## src/rtl/rs232_tx_arb.sv

```systemverilog
// -----------------------------------------------------------------------------
// rs232_tx_arb
//   Round-robin arbiter that lets up to eight byte-stream requesters share one
//   buffered RS232 transmitter. A requester wins the channel for a whole
//   message (terminated by `last`). It keeps the channel until that message
//   ends, so messages from different requesters never interleave.
//
//   Optional feature (macro RS232_TX_ARB_TIMEOUT_EN):
//     An owner that shows no byte for `timeout` consecutive cycles is forced
//     off the channel, and timeout_evt pulses for one cycle. Without the macro
//     an owner holds the channel indefinitely and timeout_evt is tied to 0.
//
// Parameters
//   num_req     : number of requesters, 2..8
//   timeout     : idle-owner release limit in clk cycles, >= 2
//
// Ports
//   clk         : system clock, rising edge
//   rst_n       : asynchronous active-low reset
//   req         : per-requester byte valid
//   data        : per-requester byte, requester i on [8i+7:8i]
//   last        : per-requester end-of-message flag, qualified by req
//   ack         : per-requester byte accepted this cycle
//   txb_full    : full flag of the buffered transmitter
//   txb_wr      : write strobe to the buffered transmitter
//   txb_data    : byte to the buffered transmitter (8'h00 while idle)
//   busy        : a requester owns the channel
//   owner       : index of the current or most recent owner
//   timeout_evt : one-cycle pulse on a forced release
// -----------------------------------------------------------------------------
module rs232_tx_arb #(
  parameter int num_req = 4,
  parameter int timeout = 1000
) (
  input  logic                 clk,
  input  logic                 rst_n,
  input  logic [num_req-1:0]   req,
  input  logic [num_req*8-1:0] data,
  input  logic [num_req-1:0]   last,
  output logic [num_req-1:0]   ack,
  input  logic                 txb_full,
  output logic                 txb_wr,
  output logic [7:0]           txb_data,
  output logic                 busy,
  output logic [2:0]           owner,
  output logic                 timeout_evt
);

  typedef enum logic {IDLE, OWN} state_t;

  localparam logic [3:0] N4 = 4'(num_req);

  state_t     state, state_next;
  logic [2:0] ptr, ptr_next;
  logic [2:0] owner_next;
  logic [2:0] grant_idx;
  logic       grant_found;
  logic [2:0] owner_inc;
  logic       release_now;

  // Inputs padded to the maximum width of 8 requesters, so the owner index
  // (always 3 bits) selects a bit or byte without any width juggling.
  logic [7:0]  req8;
  logic [7:0]  last8;
  logic [63:0] data64;
  logic        req_own;
  logic        last_own;
  logic [7:0]  data_own;

  always_comb begin
    req8                = '0;
    last8               = '0;
    data64              = '0;
    req8[num_req-1:0]   = req;
    last8[num_req-1:0]  = last;
    data64[num_req*8-1:0] = data;
  end

  assign req_own  = req8[owner];
  assign last_own = last8[owner];
  assign data_own = data64[{owner, 3'b000} +: 8];

  // Round-robin search: first requester at or above ptr, wrapping at num_req.
  always_comb begin
    logic [3:0] idx;
    grant_found = 1'b0;
    grant_idx   = '0;
    idx         = '0;
    for (int k = 0; k < num_req; k++) begin
      idx = {1'b0, ptr} + 4'(k);
      if (idx >= N4) idx = idx - N4;
      if (!grant_found && req8[idx[2:0]]) begin
        grant_found = 1'b1;
        grant_idx   = idx[2:0];
      end
    end
  end

  // Pointer for the next search after the owner releases.
  always_comb begin
    logic [3:0] inc4;
    inc4      = {1'b0, owner} + 4'd1;
    owner_inc = (inc4 == N4) ? 3'd0 : inc4[2:0];
  end

`ifdef RS232_TX_ARB_TIMEOUT_EN
  localparam int            CW      = $clog2(timeout);
  localparam logic [CW-1:0] CNT_MAX = CW'(timeout - 1);

  logic [CW-1:0] idle_cnt;
  logic          tmo_hit;

  // Expires on the timeout-th consecutive cycle without a byte from the
  // owner. A stalled owner (req high, txb_full high) is not idle.
  assign tmo_hit = (state == OWN) && !req_own && (idle_cnt == CNT_MAX);

  always_ff @(posedge clk or negedge rst_n) begin
    if (!rst_n) begin
      idle_cnt    <= '0;
      timeout_evt <= 1'b0;
    end else begin
      timeout_evt <= tmo_hit && !release_now;
      if (state != OWN || txb_wr || tmo_hit) begin
        idle_cnt <= '0;
      end else if (!req_own) begin
        idle_cnt <= idle_cnt + 1'b1;
      end
    end
  end
`else
  logic tmo_hit;
  assign tmo_hit     = 1'b0;
  assign timeout_evt = 1'b0;
`endif

  // A normal end of message. It wins over an expiry in the same cycle.
  assign release_now = txb_wr && last_own;

  // NOTE: every signal driven here gets a default first, so no path through
  // the case statement can leave one unassigned and infer a latch.
  always_comb begin
    state_next = state;
    ptr_next   = ptr;
    owner_next = owner;
    ack        = '0;
    txb_wr     = 1'b0;
    txb_data   = 8'h00;

    unique case (state)
      IDLE: begin
        if (grant_found) begin
          state_next = OWN;
          owner_next = grant_idx;
        end
      end
      OWN: begin
        txb_data = data_own;
        txb_wr   = req_own && !txb_full;
        for (int k = 0; k < num_req; k++) begin
          ack[k] = txb_wr && (owner == 3'(k));
        end
        if (release_now || tmo_hit) begin
          state_next = IDLE;
          ptr_next   = owner_inc;
        end
      end
      default: state_next = IDLE;
    endcase
  end

  // NOTE: the reset is asynchronous. Outputs decoded from state therefore
  // drop to their idle values as soon as rst_n falls, without a clock edge.
  always_ff @(posedge clk or negedge rst_n) begin
    if (!rst_n) begin
      state <= IDLE;
      ptr   <= '0;
      owner <= '0;
    end else begin
      // NOTE: non-blocking assignments keep all registers updating from the
      // same pre-edge values.
      state <= state_next;
      ptr   <= ptr_next;
      owner <= owner_next;
    end
  end

  assign busy = (state == OWN);

endmodule

```

## config.mk

```make
export PLATFORM = sky130hd
export DESIGN_NAME = rs232_tx_arb
export DESIGN_NICKNAME = d
export VERILOG_FILES = /design/src/rtl/rs232_tx_arb.sv
export SDC_FILE = /design/constraint.sdc
export NUM_CORES = 1
export LEC_CHECK = 0
export CAP_MARGIN = 20
export CORE_MARGIN = 5
export CORE_UTILIZATION = 38
export CTS_BUF_LIST = sky130_fd_sc_hd__clkbuf_4
export DETAILED_ROUTE_END_ITERATION = 7
export PLACE_DENSITY = 0.82
export SYNTH_ARGS = -nofsm -noshare
export SYNTH_HDL_FRONTEND = slang
export SYNTH_SLANG_ARGS = --single-unit
```

## constraint.sdc

```tcl
create_clock -name clk -period 2.8 [get_ports clk]
set_input_delay 0.42 -clock clk [delete_from_list [all_inputs] [get_ports clk]]
set_output_delay 0.42 -clock clk [all_outputs]
set_load 0.01 [all_outputs]
```

==> out/qor.yml <==
antenna_found_initial: 0
min_period_over_period_pct: 92.3
grt_setup_unrepaired: "false"
async_flop_share_pct: 100
numCtsBuffers: 3
clock_sinks: 7
power_w: 0.00151
postCtsSetupRepairBufs: 0
synthMostInstantiatedCell: "mux4_2"
drive_above_1_share_pct: 19.7
synth_edf_count: 0
cts_tree: "done"
track_usage_pct: 17.4
setup_viol: 0
synth_top_area_share_pct: 28.0
area_growth_pct: 71.6
cts_buffer_depth: 2
ys_ff_latch: 7
arrival_ns: 2.16
grt_pass1_wl_um: 4740
clkTransAtPathRegs_ns: 0.05
setup.worst_path.end_class: "primary output"
grt_pass1_vias: 1053
cap_violations: 0
synth_flop_cell: "dfrtp_1"
fin_ws_ns: 0.215
synth_nets: 140
synthCells: 90
wl_um: 3000
initial_utilization_pct: 39.3
peakVddDrop_mv: 0.856
status: "finished, final reports clean"
fillers: 194
fmax_ghz: 0.387
antenna_cells: 0
rows: 18
syn_area_sq_um: 965
setup_tns_ns: 0
synth.top_cells.by_count: "mux4_2, nor2b_1, dfrtp_1, ha_1, inv_1"
die_w_um: 60.4
routed-via-count: 1020
root_buffer: "clkbuf_4"
seq_area_frac_synth_pct: 18.2
skew_ns: 0.00103
holdBufCountCts: 0
overflow: 0
min_period_ns: 2.58
reg2regPathDepth: 6
port_buffers: 59
wl_per_cell_um: 16.0
hold_viol: 0
die-area_sq_um: 3650
power.leakage_nw: 0.660
drt-vias-per-instance: 5.45
yosysWarnings: 0
timing.rr.end: "owner[1]"
cts_resized: 0
grt_start_max_net_pins: 15
h-tree-depth: 1
place_hpwl_um: 2520
rr_startpoint: "ptr[1]"
pre_cts_ws_ns: 0.200
yosysUniqueCellTypes: 33
gp_congestion: 0.792
io_pins: 61
avgSynthCellArea_sq_um: 10.7
drc_errors: 0
first_pass_iters: 4
hp-class: "in2async"
drtIter0Drc: 36
cp-start-kind: "input pin"
critPathRequiredTime_ns: 2.38
die_h_um: 60.4
cp_max_fo: 6
core_area_sq_um: 2450
netlist_top_cells_area: "mux4_2, dfrtp_1, ha_1"
r2r_setup_slack_ns: 0.38
synth_top_cell_by_area: "mux4_2"
final_nets: 208
path_class: "in2out"
ant_nets: 0
power.density_nw_per_um2: 915
finalMaxSlewViolations: 0
clock_latency_ns: 0.25
## critical path, stage by stage
cell	delay, ns
clkdlybuf4s50_1	0.42
mux4_2	0.47
nor3b_2	0.20
and2_1	0.18
clkdlybuf4s50_1	0.47
## flip-flops by register name, summed over array words and instances, names as in the netlist
| name | flops |
|---|---|
| busy | 1 |
| owner | 3 |
| ptr | 3 |
## metal layers
metal / GRT usage (%) / routed length [um] / part of all wire [%]
met4: 4.11 / 46 / 1.5
met3: 3.19 / 263 / 8.8
met1: 19.9 / 1030 / 34
met2: 33.2 / 1650 / 55
met5: 0 / 0 / 0
## area by class of cell
cell class                      instances  area (sq um)  area share (%)
Timing Repair Buffer                   67           651            39.3
Sequential cell                         7           175            10.6
Inverter                                6          22.5            1.36
Clock buffer                            4          30.0            1.81
Tap cell                               30          37.5            2.27
Multi-Input combinational cell         73           739            44.7
## report_power, final
| part | internal (W) | switching [W] |
|---|---|---|
| sequential | 0.000145 | 0.0000580 |
| combinational | 0.000685 | 0.000523 |
| clock | 0.0000642 | 0.0000392 |
## worst max-delay path by stage
stage                start  endpoint  slack [ns]  cells past startpoint
floorplan           ptr[0]  owner[1]        0.65                      7
global placement    req[3]    ack[3]        0.21                      5
detailed placement  req[3]    ack[0]        0.20                      5
CTS                 req[3]    ack[0]        0.20                      5
global route          busy    ack[3]        0.11                      4
finish              req[3]    ack[0]        0.22                      5
## cells in the final DEF (no fill, tap or decap), types with 3 or more instances in the layout
master / count
clkdlybuf4s50_1: 59
mux4_2: 12
nor2b_1: 8
buf_4: 8
ha_1: 7
dfrtp_1: 7
inv_1: 6
and2_1: 5
mux2_2: 4
nand2_1: 4
clkbuf_4: 4
nand2b_1: 3
nor2_1: 3
mux2i_1: 3
a211oi_1: 3
## through the flow
| step | utilization [%] | hold slack (ns) | instance area [sq um] | cells |
|---|---|---|---|---|
| floorplan | - | 0.124 | 965 | 90 |
| global placement | 66.2 | 0.566 | 1630 | 183 |
| detailed placement | 66.2 | 0.572 | 1630 | 183 |
| CTS | 67.4 | 0.432 | 1660 | 187 |
| global route | 67.4 | 0.437 | 1660 | 187 |
| finish | 67.4 | 0.427 | 1660 | 187 |
## cells by family (layout without fill, tap and decap cells)
group | Yosys count | after routing | synth area share (%)
buffers and inverters | 10 | 77 | 5.19
and+or+nand+nor | 29 | 29 | 17.3
muxes | 19 | 19 | 35.8
other | 1 | 1 | 0.389
AOI/OAI and AO/OA | 17 | 17 | 14.1
adders and majority gates | 7 | 7 | 9.08
DFF | 7 | 7 | 18.2
(Power assumes the default switching activity.)
